`config.mk`:
```
export PLATFORM = sky130hd
export DESIGN_NAME = round_timer_ctrl_flat
export DESIGN_NICKNAME = d
export VERILOG_FILES = /design/src/rtl/round_timer_if.sv /design/src/rtl/round_timer_ctrl.sv /design/src/flat_wrapper.sv
export SDC_FILE = /design/constraint.sdc
export NUM_CORES = 1
export LEC_CHECK = 0
export BUFFER_PORTS_ARGS = -buffer_cell sky130_fd_sc_hd__buf_2
export CORE_MARGIN = 8
export CORE_UTILIZATION = 40
export CTS_BUF_LIST = sky130_fd_sc_hd__clkbuf_4 sky130_fd_sc_hd__clkbuf_8
export DETAILED_ROUTE_END_ITERATION = 8
export PLACE_DENSITY_LB_ADDON = 0.2
export SYNTH_ARGS = -nofsm -noshare
export SYNTH_HDL_FRONTEND = slang
export SYNTH_SLANG_ARGS = --single-unit
```
`constraint.sdc`:
```
create_clock -name clk -period 9.85 [get_ports clk]
set_clock_uncertainty 0.1 [all_clocks]
set_input_delay 0.4925 -clock clk [delete_from_list [all_inputs] [get_ports clk]]
set_output_delay 0.4925 -clock clk [all_outputs]
set_load 0.02 [all_outputs]
```
`src/rtl/round_timer_if.sv`:
```
// Bundles the round timer's control inputs and status outputs.
//   master: drives start/check/correct/abort, observes status (testbench or game logic)
//   slave : the timer controller itself
// Signals:
//   start, check, correct, abort   control levels into the timer
//   busy, time_left, timer_tens,   round status out of the timer
//   timer_ones, flash, won,
//   timeout, result_win
interface round_timer_if;
  logic       start;
  logic       check;
  logic       correct;
  logic       abort;
  logic       busy;
  logic [4:0] time_left;
  logic [3:0] timer_tens;
  logic [3:0] timer_ones;
  logic       flash;
  logic       won;
  logic       timeout;
  logic       result_win;

  modport master (
    output start, check, correct, abort,
    input  busy, time_left, timer_tens, timer_ones, flash, won, timeout, result_win
  );

  modport slave (
    input  start, check, correct, abort,
    output busy, time_left, timer_tens, timer_ones, flash, won, timeout, result_win
  );
endinterface

```
`src/rtl/round_timer_ctrl.sv`:
```
// Round timer for a timed quiz game. A start edge opens a round of ROUND_SECS seconds that
// counts down once per TICKS_PER_SEC cycles. A check edge with correct=1 wins the round; with
// correct=0 it costs PENALTY_SECS. Reaching zero ends the round with a timeout. An LED flash
// strobe speeds up as the remaining time shrinks.
// Ports:
//   clk     single clock, rising edge
//   resetn  asynchronous active-low reset
//   bus     round_timer_if.slave:
//             start/check   levels, acted on at 0->1 transitions
//             correct       answer compare, sampled with the check edge
//             abort         returns to idle
//             busy          high while a round runs
//             time_left     remaining seconds; timer_tens/timer_ones are its decimal digits
//             flash         LED strobe, only during a round
//             won/timeout   one-cycle end-of-round pulses
//             result_win    outcome of the last completed round
module round_timer_ctrl #(
  parameter int unsigned TICKS_PER_SEC = 50000000,
  parameter int unsigned ROUND_SECS    = 20,
  parameter int unsigned PENALTY_SECS  = 2,
  parameter int unsigned FLASH_ON      = 10000000
) (
  input logic         clk,
  input logic         resetn,
  round_timer_if.slave bus
);

  localparam int unsigned PreW = $clog2(TICKS_PER_SEC);
  localparam int unsigned FlW  = $clog2(2 * TICKS_PER_SEC);

  localparam logic [PreW-1:0] PreLast   = PreW'(TICKS_PER_SEC - 1);
  localparam logic [FlW-1:0]  PerSlow   = FlW'(2 * TICKS_PER_SEC - 1);
  localparam logic [FlW-1:0]  PerMid    = FlW'(TICKS_PER_SEC - 1);
  localparam logic [FlW-1:0]  PerFast   = FlW'(TICKS_PER_SEC / 2 - 1);
  localparam logic [FlW-1:0]  FlashOn   = FlW'(FLASH_ON);
  localparam logic [4:0]      RoundSecs = 5'(ROUND_SECS);
  localparam logic [5:0]      Penalty   = 6'(PENALTY_SECS);

  typedef enum logic [1:0] {StIdle, StRun, StDone} state_e;

  state_e          state_q, state_d;
  logic [4:0]      time_left_q, time_left_d;
  logic [PreW-1:0] pre_q, pre_d;
  logic [FlW-1:0]  fl_cnt_q, fl_cnt_d;
  logic [FlW-1:0]  fl_last_q, fl_last_d;
  logic            won_q, won_d;
  logic            timeout_q, timeout_d;
  logic            result_win_q, result_win_d;
  logic            start_q, check_q;
  logic            edge_arm_q;

  logic            start_edge, check_edge;
  logic            terminal, fl_wrap;
  logic [5:0]      dec;

  // Last count of the flash period for a given remaining time.
  function automatic logic [FlW-1:0] period_last(input logic [4:0] t);
    if (t >= 5'd20) begin
      return PerSlow;
    end else if (t >= 5'd10) begin
      return PerMid;
    end else begin
      return PerFast;
    end
  endfunction

  // edge_arm_q masks the first cycle after reset so an input already high at release is
  // absorbed into the edge register instead of reading as a fresh edge.
  assign start_edge = edge_arm_q & bus.start & ~start_q;
  assign check_edge = edge_arm_q & bus.check & ~check_q;
  assign terminal   = (pre_q == PreLast);
  assign fl_wrap    = (fl_cnt_q == fl_last_q);

  always_ff @(posedge clk or negedge resetn) begin
    if (!resetn) begin
      state_q      <= StIdle;
      time_left_q  <= 5'd0;
      pre_q        <= '0;
      fl_cnt_q     <= '0;
      fl_last_q    <= '0;
      won_q        <= 1'b0;
      timeout_q    <= 1'b0;
      result_win_q <= 1'b0;
      start_q      <= 1'b0;
      check_q      <= 1'b0;
      edge_arm_q   <= 1'b0;
    end else begin
      state_q      <= state_d;
      time_left_q  <= time_left_d;
      pre_q        <= pre_d;
      fl_cnt_q     <= fl_cnt_d;
      fl_last_q    <= fl_last_d;
      won_q        <= won_d;
      timeout_q    <= timeout_d;
      result_win_q <= result_win_d;
      start_q      <= bus.start;
      check_q      <= bus.check;
      edge_arm_q   <= 1'b1;
    end
  end

  always_comb begin
    state_d      = state_q;
    time_left_d  = time_left_q;
    pre_d        = pre_q;
    fl_cnt_d     = fl_cnt_q;
    fl_last_d    = fl_last_q;
    won_d        = 1'b0;
    timeout_d    = 1'b0;
    result_win_d = result_win_q;
    dec          = 6'd0;

    if (bus.abort) begin
      state_d     = StIdle;
      time_left_d = 5'd0;
      pre_d       = '0;
      fl_cnt_d    = '0;
    end else begin
      unique case (state_q)
        StIdle, StDone: begin
          if (start_edge) begin
            state_d      = StRun;
            time_left_d  = RoundSecs;
            pre_d        = '0;
            fl_cnt_d     = '0;
            fl_last_d    = period_last(RoundSecs);
            result_win_d = 1'b0;
          end
        end
        StRun: begin
          pre_d    = terminal ? '0 : pre_q + PreW'(1);
          fl_cnt_d = fl_wrap ? '0 : fl_cnt_q + FlW'(1);
          if (fl_wrap) begin
            fl_last_d = period_last(time_left_q);
          end
          if (check_edge && bus.correct) begin
            // A win on the terminal-count cycle suppresses that second's decrement.
            won_d        = 1'b1;
            result_win_d = 1'b1;
            state_d      = StDone;
          end else begin
            // Penalty and the per-second tick merge into one saturating subtraction.
            dec = (check_edge ? Penalty : 6'd0) + (terminal ? 6'd1 : 6'd0);
            if (dec != 6'd0) begin
              if ({1'b0, time_left_q} <= dec) begin
                time_left_d  = 5'd0;
                timeout_d    = 1'b1;
                result_win_d = 1'b0;
                state_d      = StDone;
              end else begin
                time_left_d = time_left_q - dec[4:0];
              end
            end
          end
        end
        default: state_d = StIdle;
      endcase
    end
  end

  assign bus.busy       = (state_q == StRun);
  assign bus.flash      = (state_q == StRun) && (fl_cnt_q < FlashOn);
  assign bus.time_left  = time_left_q;
  assign bus.timer_tens = 4'(time_left_q / 5'd10);
  assign bus.timer_ones = 4'(time_left_q % 5'd10);
  assign bus.won        = won_q;
  assign bus.timeout    = timeout_q;
  assign bus.result_win = result_win_q;

endmodule

```
`src/flat_wrapper.sv`:
```
// flat-port wrapper written by rule: the top's interface ports become plain ports
module round_timer_ctrl_flat 
#(
  parameter int unsigned TICKS_PER_SEC = 50000000,
  parameter int unsigned ROUND_SECS    = 20,
  parameter int unsigned PENALTY_SECS  = 2,
  parameter int unsigned FLASH_ON      = 10000000
)
  (clk, resetn, bus_start, bus_check, bus_correct, bus_abort, bus_busy, bus_time_left, bus_timer_tens, bus_timer_ones, bus_flash, bus_won, bus_timeout, bus_result_win);
  round_timer_if bus_i ();
  input logic clk;
  input logic resetn;
  input wire logic [$bits(bus_i.start)-1:0] bus_start;
  input wire logic [$bits(bus_i.check)-1:0] bus_check;
  input wire logic [$bits(bus_i.correct)-1:0] bus_correct;
  input wire logic [$bits(bus_i.abort)-1:0] bus_abort;
  output wire logic [$bits(bus_i.busy)-1:0] bus_busy;
  output wire logic [$bits(bus_i.time_left)-1:0] bus_time_left;
  output wire logic [$bits(bus_i.timer_tens)-1:0] bus_timer_tens;
  output wire logic [$bits(bus_i.timer_ones)-1:0] bus_timer_ones;
  output wire logic [$bits(bus_i.flash)-1:0] bus_flash;
  output wire logic [$bits(bus_i.won)-1:0] bus_won;
  output wire logic [$bits(bus_i.timeout)-1:0] bus_timeout;
  output wire logic [$bits(bus_i.result_win)-1:0] bus_result_win;
  assign bus_i.start = bus_start;
  assign bus_i.check = bus_check;
  assign bus_i.correct = bus_correct;
  assign bus_i.abort = bus_abort;
  assign bus_busy = bus_i.busy;
  assign bus_time_left = bus_i.time_left;
  assign bus_timer_tens = bus_i.timer_tens;
  assign bus_timer_ones = bus_i.timer_ones;
  assign bus_flash = bus_i.flash;
  assign bus_won = bus_i.won;
  assign bus_timeout = bus_i.timeout;
  assign bus_result_win = bus_i.result_win;
  round_timer_ctrl #(.TICKS_PER_SEC(TICKS_PER_SEC), .ROUND_SECS(ROUND_SECS), .PENALTY_SECS(PENALTY_SECS), .FLASH_ON(FLASH_ON)) u_core (.clk(clk), .resetn(resetn), .bus(bus_i));
endmodule
```
# [Word level (Yosys, flattened, before mapping)]
# Index checks and enable logic that the tools add are counted.
[totals] regBits=93 in_bits=6 output_inout_bits=18 elab_cells=93
[op_classes] addsub=4 n_div=2 n_lt_le_gt_ge=4 n_eq_ne=13 mux=40 bitwise=7 n_reduce_logical=12
[op_table] op="$mux 27" n=6
[op_table] op="$pmux 27 s2" n=2
[op_table] op="$mux 26" n=4
[op_table] op="$pmux 26 s2" n=1
[op_table] op="$add 27x1->27 const B" n=1
[op_table] op="$eq 27x27->1" n=1
[op_table] op="$lt 27x24->1 const B" n=1
[op_table] op="$add 26x1->26 const B" n=1
[op_table] op="$eq 26x26->1 const B" n=1
[op_table] op="$mux 5" n=5
[op_table] op="$mux 1" n=13
[op_table] op="$mux 2" n=6
[op_table] op="$pmux 5 s2" n=1
[op_table] op="$ne 4x2->1 const B" n=2
[op_table] op="$reduce_and 4->1" n=2
[op_table] op="$add 6x6->6" n=1
[op_table] op="$le 5x6->1" n=1
[op_table] op="$ne 3x1->1 const B" n=2
[op_table] op="$ne 3x2->1 const B" n=2
[op_table] op="$reduce_bool 6->1" n=1
[op_table] op="$div 5x4->5 const B" n=1
[op_table] op="$ge 5x4->1 const B" n=1
[op_table] op="$ge 5x5->1 const B" n=1
[op_table] op="$mod 5x4->5 const B" n=1
[op_table] op="17 further kinds" n=24

# [Logic depth before layout (Yosys ltp)]
# Gate-level depths: netlist of run 1.
[depth] depth_word=10 ltp_mapped=12

# [Worst setup path before layout of run 1]
# No wires, ideal clock.
[synth_path] path_type="register to register" from="register u_core.pre_q[0]" to="register u_core.state_q[1]" setup_time_ps=78 t_arrival_ps=3017 t_required_ps=9672 setup_slack_ps=6655 stages_incl_launch_ff=13 path_buffers=1 synth_period_minus_slack_ps=3195 path_cell_list="dfrtp_1 > ha_1 > nand3_1 > or3_4 > nor4_4 > buf_6 > ha_1 > inv_1 > fa_1 > o21ai_1 > a21oi_1 > or3_1 > a21oi_1"
[synth_between] elab_chain_cells=6 elab_cells_between_ends=8
[synth_rtl] item="start, declared" line="round_timer_ctrl.sv:43" text="logic [PreW-1:0] pre_q, pre_d;"
[synth_rtl] item="start signal, assigned" line="round_timer_ctrl.sv:90" text="pre_q <= pre_d;"
[synth_rtl] item="$eq 26x26->1 *" line="round_timer_ctrl.sv:71" text="assign terminal = (pre_q == PreLast);"
[synth_rtl] item="$mux 1 *" line="round_timer_ctrl.sv:143" text="dec = (check_edge ? Penalty : 6'd0) + (terminal ? 6'd1 : 6'd0);"
[synth_rtl] item="$add 6x6->6 *" line="round_timer_ctrl.sv:143"
[synth_rtl] item="$le 5x6->1 or $reduce_bool 6->1 (tied branches)" line="round_timer_ctrl.sv:145, round_timer_ctrl.sv:144"
[synth_rtl] item="$ne 4x2->1 (no line)"
[synth_rtl] item="$reduce_and 3->1 (no line) *"
[synth_rtl] item="end signal, assigned" line="round_timer_ctrl.sv:76" text="state_q <= StIdle;"
[synth_rtl] item="end signal, assigned" line="round_timer_ctrl.sv:88" text="state_q <= state_d;"
[synth_rtl] item="end, declared" line="round_timer_ctrl.sv:41" text="state_e state_q, state_d;"
# Every way passes the cells marked *; elsewhere a longest branch is shown, timed or not.
# A chain may end at the register's enable or synchronous reset.

# [Final worst setup path of run 1]
# Same ends and word-level chain as after synthesis.

==> run metrics, run 1 <==
Initial Util=0.4086; Ports=24; total negative slack=0 ns; Post-CTS Setup Bufs=0; worst rel slew slack=0.2505; total track usage=0.1467; CTS sink count=73; count leader, synth=dfrtp_1; Power Density=roughly 130 nW/um^2; worst-margin pin slew=around 1.1 ns; number of fill cells=between 1k and 1.5k; input/output buffers=21; clk_lat worst skew=approximately 0.36 ns; Final ANT Viol Nets=0; Top FF cell, synth=dfrtp_1; Avg Cell Area, Syn=about 8.6 sq um; clock transition at the registers of the reported paths=roughly 0.08 ns; first-pass GRT wire length=about 17000 microns; GR Layer Usage met3=0.02761; Cells after DPL=around 630; DP HPWL=6919 microns; Residual DRC=0; CP arrival=between 3 and 4 ns; Yosys top cell by area=dfrtp_1; post-synthesis cell type count=60; met1 layer usage reported by global route=0.2004; Post-synth EDFFs=0; Die Y=~120 microns; outcome=completed; clock buffer depth=2; CTS Buf Count=9; Layout Area Growth over Synthesis=9.416%; Setup CP Type=flop to flop; Synth top area share=0.4350; setup ws final=~6.3 ns; die width=118.5 microns; endpoint type of the worst setup path=flop; critical path fanouts, max=12; RePlAce Congestion=0.7959; CTS tree=built; Pins Over Slew Limit=0; largest cells by area after synthesis=dfrtp_1, nand3_1, nand2_1; Rows=37; Resize count post-CTS=0; Final Critical Period=3.516 ns; Crit-path slowest cell=fa_1; DR vias=~3.6k; synth warn=0; met2 Usage GRT=0.2281; final hold vios=0; WL/cell=between 15 and 20 microns; Inserted Diodes=0; number of global-route vias before repair=between 3k and 4k; Final setup viols=0; initial antenna violation count=0; Post-synth ARST share=1.000; crit path cell chain=ha_1, nand3_1, or3_4, nor4_4, buf_4, ha_1, inv_1, fa_1, o21ai_1, a21oi_1, or3_1, a21oi_1; worst min path class=primary input to flop; Peak VDD IR=62.58 uV; grt peak-use layer=met2; Seq cells post-synth=73; layout cell share with drive strength beyond 1=0.09486; Tot Pwr=just over 600 uW; WL final=approximately 10000 microns; H-Tree Depth=3; maxcap violations=0; CP Launch Type=flop; Post-Syn Area=between 4000 and 5000 sq um; Synth Instances=around 500; Pre-antenna DRT Iters=4; Pleak=slightly below 2 nW; Fmax=284.4 MHz; die area=approximately 14000 sq um; worst slack, placed=~6.4 ns; Post-CTS Hold Buffers=0; Max stage delay on crit path=0.43 ns; CP required=10.03 ns; number of vias per cell=around 5.6; fin crit share=0.3569; register area share after synthesis=0.4350; GRT overflow=0; Net count, final=slightly above 500; DRT iter0 DRCs=212; unrepaired setup endpoints after global routing=no; top post-synthesis cells by count=dfrtp_1, nand2_1, nand3_1; core area=between 10000 and 15000 sq um; Multi-input gate area=2207 sq um; Root Driver=clkbuf_8; post-layout instance count excluding filler cells=642; largest net degree at the start of global routing=74; register area=about 1800 sq um
==> worst max-delay path, delay by kind of cell, from the launching register on <==
family,cells,cell delay (ns)
simple gates,4,1.15
fa+ha+maj,3,0.80
compound gates,3,0.70
flops,1,0.41
buf+inv,2,0.29
==> final timing paths <==
kind	startpoint	to	slack (ns)	depth (start not counted)
min in group asynchronous	resetn	u_core.fl_cnt_q[20]$_DFFE_PN0P_	0.17	1
max reg2reg	u_core.pre_q[0]$_DFFE_PN0P_	u_core.state_q[1]$_DFFE_PN0P_	6.33	12
min reg2reg	u_core.pre_q[13]$_DFFE_PN0P_	u_core.pre_q[13]$_DFFE_PN0P_	0.39	1
max in group asynchronous	resetn	u_core.pre_q[23]$_DFFE_PN0P_	8.86	1
min	bus_check	u_core.check_q$_DFF_PN0_	0.16	1
max	u_core.pre_q[0]$_DFFE_PN0P_	u_core.state_q[1]$_DFFE_PN0P_	6.33	12
==> flip-flops by register name, indices dropped and copies added (netlist names) <==
signal,cells
u_core.bus.time_left,5
u_core.check_q,1
u_core.start_q,1
u_core.fl_cnt_q,27
u_core.fl_last_q,7
u_core.state_q,2
u_core.bus.result_win,1
u_core.bus.won,1
u_core.pre_q,26
u_core.edge_arm_q,1
u_core.bus.timeout,1
==> cell type report <==
cell class              instances  area share
inverters                      20     0.01634
clock inverters                 6     0.01498
well taps                     136     0.03704
repair buffers                 23     0.02669
flip-flops and latches         73      0.3976
multi-input cells             375      0.4804
clock buffers                   9     0.02696
==> cell usage in the layout (no fill, tap or decap), types with 3 or more instances in the layout <==
cell type / synthesis / layout
a211o_1: 3 / 3
a22o_1: 6 / 6
a22oi_1: 3 / 3
nor2_1: 42 / 42
buf_2: 4 / 20
a21o_1: 3 / 3
clkbuf_8: 0 / 9
xor2_1: 8 / 8
nand3_1: 43 / 43
dfrtp_1: 73 / 73
nand2b_1: 5 / 5
conb_1: 2 / 3
nand2_1: 54 / 54
o21ai_0: 29 / 29
a31oi_1: 6 / 6
nand4_1: 14 / 14
ha_1: 7 / 7
a211oi_1: 3 / 3
inv_1: 20 / 20
nor3_1: 21 / 20
or4_1: 4 / 4
o21ai_1: 13 / 13
buf_4: 3 / 3
a21oi_1: 21 / 21
and3_1: 9 / 9
or3_1: 18 / 18
xnor2_1: 13 / 13
nor4_1: 6 / 6
nor3_2: 3 / 4
==> routing by layer <==
| layer | vias up | wire, microns |
|---|---|---|
| met5 | - | 0 |
| met4 | 0 | 74 |
| met3 | 7 | 378 |
| met2 | 62 | 4637 |
| met1 | 1766 | 4985 |
| li1 | 1790 | - |
==> logic make-up (layout without fill, tap and decap cells) <==
group,count (synthesis),after routing,synth area share
flip-flops,73,73,0.4350
adder cells (fa/ha/maj),9,9,0.02801
XOR/XNOR,21,21,0.04380
other,2,3,0.001789
multiplexers,2,2,0.004768
buffers and inverters,40,58,0.04142
AO/OA/AOI/OAI,103,103,0.1526
AND/OR/NAND/NOR,237,237,0.2926
==> power breakdown <==
group | internal [mW] | switching (mW) | total (mW)
Clock | 0.117 | 0.122 | 0.239
Combinational | 0.0197 | 0.0517 | 0.0715
Sequential | 0.303 | 0.00444 | 0.307
Total | 0.439 | 0.178 | 0.618
==> through the flow <==
step                  util  cell area (sq um)  hold slack (ns)
floorplan                -               4203          0.09691
global placement    0.4283               4402           0.3824
detailed placement  0.4283               4402           0.3823
CTS                 0.4470               4594           0.1389
global route        0.4470               4594           0.1379
finish              0.4470               4594           0.1593
No activity file was read; power rests on OpenSTA's default activity.
==> inputs of run 2 (changes only) <==
--- a/config.mk
+++ b/config.mk
@@ -5,6 +5,7 @@
 export SDC_FILE = /design/constraint.sdc
 export NUM_CORES = 1
 export LEC_CHECK = 0
+export ABC_AREA = 1
 export BUFFER_PORTS_ARGS = -buffer_cell sky130_fd_sc_hd__buf_2
 export CORE_MARGIN = 8
 export CORE_UTILIZATION = 40
==> constraint.sdc (replaced) <==
create_clock -name clk -period 2.9 [get_ports clk]
set_clock_uncertainty 0.1 [all_clocks]
set_input_delay 0.145 -clock clk [delete_from_list [all_inputs] [get_ports clk]]
set_output_delay 0.145 -clock clk [all_outputs]
set_load 0.02 [all_outputs]
==> run metrics, run 2 <==
outcome=completed; total track usage=0.1640 (+0.01732); post-synthesis cell type count=38 (-37%); Initial Util=0.4089 (about the same); power share of the combinational group=0.245 (+0.129); Setup CP Type=flop to output pin; Biggest register=u_core.fl_cnt_q; CP arrival=2.45 ns (-1.25 ns); RePlAce Congestion=0.8661 (+8.8%); top flop regs=u_core.fl_cnt_q: 27 flops, u_core.pre_q: 26 flops, u_core.fl_last_q: 7 flops; count leader, synth=nand2_1; Post-synth ARST share=1.000 (unchanged); worst-margin pin slew=0.9875 ns (-0.1272 ns); largest cells by area after synthesis=dfrtp_1, nand2_1, inv_1; DRT iter0 DRCs=399 (+88%); first-pass GRT wire length=21450 microns (+25%); worst reg2reg startpoint=u_core.pre_q[0]$_DFFE_PN0P_; Seq pwr share=0.441 (-0.056); CTS sink count=73 (unchanged); DR vias=4717 (+30%); Fmax=370.6 MHz; Ports=24 (unchanged); critical path fanouts, max=6 (-6); clock buffer depth=2 (unchanged); number of global-route vias before repair=4392 (+25%); Max stage delay on crit path=0.43 ns (about the same); fin crit share=0.9304; Yosys top cell by area=dfrtp_1; endpoint type of the worst setup path=output pin; Final ANT Viol Nets=0 (unchanged); number of vias per cell=5.172 (-8.4%); Crit-path slowest cell=dfrtp_2; Post-Syn Area=4891 sq um (+16%); fin util=0.4530 (+0.005991); switching power=917.0 uW (+410%); H-Tree Depth=3 (unchanged); Pleak=2.562 nW (+33%); WL/cell=14.00 microns (-11%); Pre-antenna DRT Iters=5 (+1); final hold vios=0 (unchanged); Worst Hold Endpoint=u_core.bus.won$_DFF_PN0_; clock transition at the registers of the reported paths=0.08 ns (about the same); input/output buffers=21 (unchanged); hold_sp=bus_correct; synth warn=0 (unchanged); max FFs per register=27 (unchanged); Post-Layout Inst Area=5419 sq um (+18%); Post-synth EDFFs=0 (unchanged); most frequent cells in the layout=nand2_1, inv_1, nor2_1; clk_lat worst skew=0.37 ns (about the same); Die Y=126.6 microns (+6.9%); Worst Path Buf+Inv=3 (+1); Min-Delay Path Depth=3 (+2); cell family with most CP delay=compound AO/OA/AOI/OAI gates; CTS Buf Count=9 (unchanged); Residual DRC=0 (unchanged); Layout Area Growth over Synthesis=10.80%; commonest non-fill, non-tap cell in the layout=nand2_1; worst min path class=primary input to flop; initial antenna violation count=0 (unchanged); register area share after synthesis=0.3735 (-0.06154); Synth top area share=0.3735 (-0.06154); Pins Over Slew Limit=0 (unchanged); core area=11960 sq um (+16%); CTS tree=built; DP HPWL=9258 microns (+34%); CP required=2.65 ns (-7.38 ns); Synth Instances=732 (+50%); Inserted Diodes=0 (unchanged); crit path cell chain=inv_1, nor2_2, nand2_1, o21ai_2, inv_1, ha_1, o21bai_1, o21ai_0, nand2_1, a21oi_1, buf_2; placed standard-cell area=5146 sq um (+17%); CP Launch Type=flop; maxcap violations=0 (unchanged); Peak VDD IR=378.6 uV (+510%); Top FF cell, synth=dfrtp_1; Rows=40 (+8.1%); Final setup viols=0 (unchanged); Seq cells post-synth=73 (unchanged); sw frac=0.3506 (+0.06193); top post-synthesis cells by count=nand2_1, inv_1, nor2_1; Pint=1.699 mW (+290%); total negative slack=0 ns (unchanged); Tot Pwr=2.616 mW (+320%); Clk network pwr share=0.314 (-0.073); WL final=12770 microns (+27%); Root Driver=clkbuf_8; Net count, final=776 (+50%); layout cell share with drive strength beyond 1=0.09542 (+0.0005632); largest net degree at the start of global routing=74 (unchanged); die area=16020 sq um (+14%); r2r endpoint=u_core.state_q[1]$_DFFE_PN0P_; Power Density=482.7 nW/um^2 (+260%); worst r2r path cells=16 (+4); worst slack, placed=0.08393 ns (-6.305 ns); Final Critical Period=between 2 and 3 ns; die width=126.6 microns (+6.9%); reg-to-reg slack, setup=0.28 ns (-6.05 ns); Avg Cell Area, Syn=6.682 sq um (-23%); setup ws final=0.2017 ns (-6.133 ns); worst rel slew slack=0.3417 (+0.09114); GRT overflow=0 (unchanged)
## run 2: metrics by stage
step | hold slack [ns] | instances
6_report | 0.02280 | 912
5_1_grt | 0.02086 | 912
4_1_cts | 0.002835 | 909
3_5_place_dp | 0.1776 | 892
3_3_place_gp | 0.1709 | 892
2_1_floorplan | -0.2506 | 733
## run 2: routing by layer
| metal | global-route usage | up-vias | wire length [microns] |
|---|---|---|---|
| li1 | - | 2391 | - |
| met1 | 0.2133 | 2209 | 6076 |
| met2 | 0.2657 | 100 | 6003 |
| met3 | 0.03435 | 17 | 489 |
| met4 | 0.05379 | 0 | 204 |
| met5 | 0 | - | 0 |
## run 2: cells by family after synthesis
logic type,synth area share
flops,0.3735
fa+ha+maj,0.02200
compound gates,0.07956
simple gates,0.3827
buf+inv,0.09951
xor+xnor,0.04119
other cells,0.001535
## run 2: worst max-delay path by stage
stage,depth (start not counted),to,startpoint
after floorplan,10,bus_timer_ones[2],u_core.bus.time_left[4]$_DFFE_PN0P_
after global placement,16,u_core.state_q[1]$_DFFE_PN0P_,u_core.pre_q[0]$_DFFE_PN0P_
after detailed placement,16,u_core.state_q[1]$_DFFE_PN0P_,u_core.pre_q[0]$_DFFE_PN0P_
after CTS,11,bus_timer_ones[2],u_core.bus.time_left[4]$_DFFE_PN0P_
after global routing,11,bus_timer_ones[2],u_core.bus.time_left[4]$_DFFE_PN0P_
final,11,bus_timer_ones[2],u_core.bus.time_left[4]$_DFFE_PN0P_
## run 2: worst min-delay path, delay by kind of cell
kind / cells / cell delay (ns)
buf+inv: 1 / 0.10
simple gates: 2 / 0.20
## run 2: power by group through the flow
stage	Clock [mW]	Sequential [mW]	Combinational [mW]
3_3_place_gp	0	1.17	0.627
3_5_place_dp	0	1.17	0.635
2_1_floorplan	0	1.16	0.453
4_1_cts	0.844	1.15	0.640
6_report	0.821	1.15	0.640
5_1_grt	0.873	1.16	0.729
## run 2: timing repair
item,in CTS,in global routing
buffers inserted,0,3
setup endpoints to repair,0,8
resized for setup,0,9
hold endpoints to repair,75,0
hold buffers,3,0
## run 2: final cells by class
class / count / area, sq um
clock inverter: 3 / 42.54
inverter: 105 / 394.1
tap: 147 / 183.9
multi-input combinational: 539 / 2611
clock buffer: 11 / 145.1
timing repair buffer: 34 / 212.7
sequential: 73 / 1829
fill: 1258 / 6543
==> inputs of run 3 (changes only) <==
--- a/config.mk
+++ b/config.mk
@@ -11,6 +11,7 @@
 export CORE_UTILIZATION = 40
 export CTS_BUF_LIST = sky130_fd_sc_hd__clkbuf_4 sky130_fd_sc_hd__clkbuf_8
 export DETAILED_ROUTE_END_ITERATION = 8
+export MAX_ROUTING_LAYER = met4
 export PLACE_DENSITY_LB_ADDON = 0.2
 export SYNTH_ARGS = -nofsm -noshare
 export SYNTH_HDL_FRONTEND = slang
==> constraint.sdc (replaced) <==
create_clock -name clk -period 2.19 [get_ports clk]
set_clock_uncertainty 0.1 [all_clocks]
set_input_delay 0.1095 -clock clk [delete_from_list [all_inputs] [get_ports clk]]
set_output_delay 0.1095 -clock clk [all_outputs]
set_load 0.02 [all_outputs]
==> run metrics, run 3 (same netlist as run 2, synthesis figures left out) <==
outcome=complete, but fails checks; failing checks=negative setup slack; fin crit share=1.118; worst-margin pin slew=0.5571 ns (-0.4304 ns); Final Critical Period=2.450 ns; final hold vios=0 (unchanged); setup ws final=-0.2595 ns (-0.4612 ns); Peak VDD IR=464.9 uV (+23%); Max Used Layer=met4; DR vias=4898 (+3.8%); met1 wire length=6298 microns (+3.7%); RePlAce Congestion=0.9404 (+8.6%); worst slack, placed=-0.3755 ns (-0.4594 ns); clk_lat worst skew=0.37 ns (about the same); worst rel slew slack=0.6286 (+0.2869); Final ANT Viol Nets=0 (unchanged); Levels on crit path=13 (+2); power share of the combinational group=0.312 (+0.067); Final setup viols=12 (+12); routed wl met3=536 microns (+9.6%); Max stage delay on crit path=0.41 ns (-0.02 ns); Initial Util=0.4089 (unchanged); CP Launch Type=flop; CP required=2.37 ns (-0.28 ns); Pint=2.654 mW (+56%); Setup CP Type=flop to flop; unrepaired setup endpoints after global routing=yes; Inserted Diodes=0 (unchanged); CTS Buf Count=9 (unchanged); Worst Path Buf+Inv=2 (-1); Power Density=659.7 nW/um^2 (+37%); initial antenna violation count=0 (unchanged); DP HPWL=9877 microns (+6.7%); max FFs per register=27 (unchanged); Net count, final=831 (+7.1%); total track usage=0.1738 (+0.009744); Residual DRC=0 (unchanged); maxcap violations=0 (unchanged); clock transition at the registers of the reported paths=0.08 ns (about the same); Min-Delay Path Depth=3 (unchanged); metal2 WL=6377 microns (+6.2%); number of global-route vias before repair=4658 (+6.1%); clock buffer depth=2 (unchanged); first-pass GRT wire length=22180 microns (+3.4%); Clk network pwr share=0.311 (-0.003); largest net degree at the start of global routing=43 (-42%); worst r2r path cells=13 (-3); GRT overflow=0 (unchanged); Fmax=between 400 and 500 MHz; Rows=40 (unchanged); most frequent cells in the layout=nand2_1, nor2_1, inv_1; Seq pwr share=0.377 (-0.064); crit path cell chain=nor4_2, nand3_1, nor3_4, ha_2, inv_2, fa_2, inv_2, nand2_1, xor2_1, nand2_1, nand2_1, nand2_1, o21ai_1; number of vias per cell=5.055 (-2.3%); Layout Area Growth over Synthesis=24.81%; Die Y=126.6 microns (unchanged); CP arrival=2.63 ns (+0.18 ns); endpoint type of the worst setup path=flop; worst min path class=primary input to flop; switching power=1.373 mW (+50%); Ports=24 (unchanged); Pins Over Slew Limit=0 (unchanged); Crit-path slowest cell=dfrtp_1; critical path fanouts, max=3 (-3); CTS tree=built; Root Driver=clkbuf_8; layout cell share with drive strength beyond 1=0.1959 (+0.1004); Crit path top cell by count=nand2_1; die width=126.6 microns (unchanged); DRT iter0 DRCs=378 (-5.3%); fin util=0.5104 (+0.05732); top flop regs=u_core.fl_cnt_q: 27 flops, u_core.pre_q: 26 flops, u_core.fl_last_q: 7 flops; WL final=13380 microns (+4.8%); CTS sink count=73 (unchanged); Biggest register=u_core.fl_cnt_q; Pre-antenna DRT Iters=5 (unchanged); sw frac=0.3410 (-0.009517); WL/cell=13.81 microns (-1.4%); core area=11960 sq um (unchanged); input/output buffers=21 (unchanged); H-Tree Depth=3 (unchanged); commonest non-fill, non-tap cell in the layout=nand2_1; Pleak=2.910 nW (+14%); die area=16020 sq um (unchanged); cell family with most CP delay=simple AND/OR/NAND/NOR gates
## run 3: cell count changes in the layout (fill, tap and decap cells not counted), sizes merged
cell,before,now
clkinvlp,1,2
clkbuf,11,12
clkinv,1,0
dlygate4sd3,3,4
bufinv,1,2
buf,31,85
## run 3: worst min-delay path: stages
cell	delay, ns
buf_2	0.10
nand2_1	0.20
nor2_2	0.09
## run 3: final timing paths
| check | from | endpoint | slack [ns] |
|---|---|---|---|
| min | bus_correct | u_core.bus.won$_DFF_PN0_ | 0.09 |
| max reg2reg | u_core.pre_q[9]$_DFFE_PN0P_ | u_core.bus.time_left[4]$_DFFE_PN0P_ | -0.26 |
| min in group asynchronous | resetn | u_core.fl_last_q[22]$_DFFE_PN0P_ | 0.17 |
| min reg2reg | u_core.bus.result_win$_DFFE_PN0P_ | u_core.bus.result_win$_DFFE_PN0P_ | 0.40 |
| max in group asynchronous | resetn | u_core.fl_last_q[25]$_DFFE_PN0P_ | 1.19 |
| max | u_core.pre_q[9]$_DFFE_PN0P_ | u_core.bus.time_left[4]$_DFFE_PN0P_ | -0.26 |
## run 3: per-layer routing
metal  up-vias  track usage
li1       2500            -
met1      2288       0.2219
met2        96       0.2774
met3        14      0.02974
met4         0      0.05096
met5         -            -
## run 3: area by class of cell
cell class | instances | area [sq um]
fillers | 1149 | 5857
multi-input cells | 539 | 2778
flip-flops and latches | 73 | 1831
repair buffers | 89 | 681.9
inverters | 105 | 396.6
well taps | 147 | 183.9
clock buffers | 12 | 158.9
clock inverters | 4 | 75.07
## run 3: stage by stage
stage	setup TNS [ns]	power [mW]	cell area (sq um)	cells	hold WS [ns]
after floorplan	-0.1568	2.213	4971	733	-0.2861
after global placement	-2.359	2.523	5585	937	0.04651
after detailed placement	-2.866	2.542	5585	937	0.03922
after CTS	-2.440	3.957	5981	966	0.005313
after global routing	-3.794	4.260	6105	969	0.07890
final	-2.361	4.027	6105	969	0.08723
## run 3: what timing repair did
item / CTS / global route
buffers inserted: 10 / 2
pin swaps: 12 / 13
hold endpoints to repair: 41 / 1
gates resized for setup: 21 / 26
hold buffers: 3 / 1
setup endpoints to repair: 13 / 14
## run 3: power groups by stage
stage	registers [mW]	clock network [mW]	logic (mW)
after floorplan	1.55	0	0.667
after global placement	1.55	0	0.978
after detailed placement	1.55	0	0.996
after CTS	1.52	1.29	1.15
after global routing	1.53	1.35	1.38
final	1.52	1.25	1.25
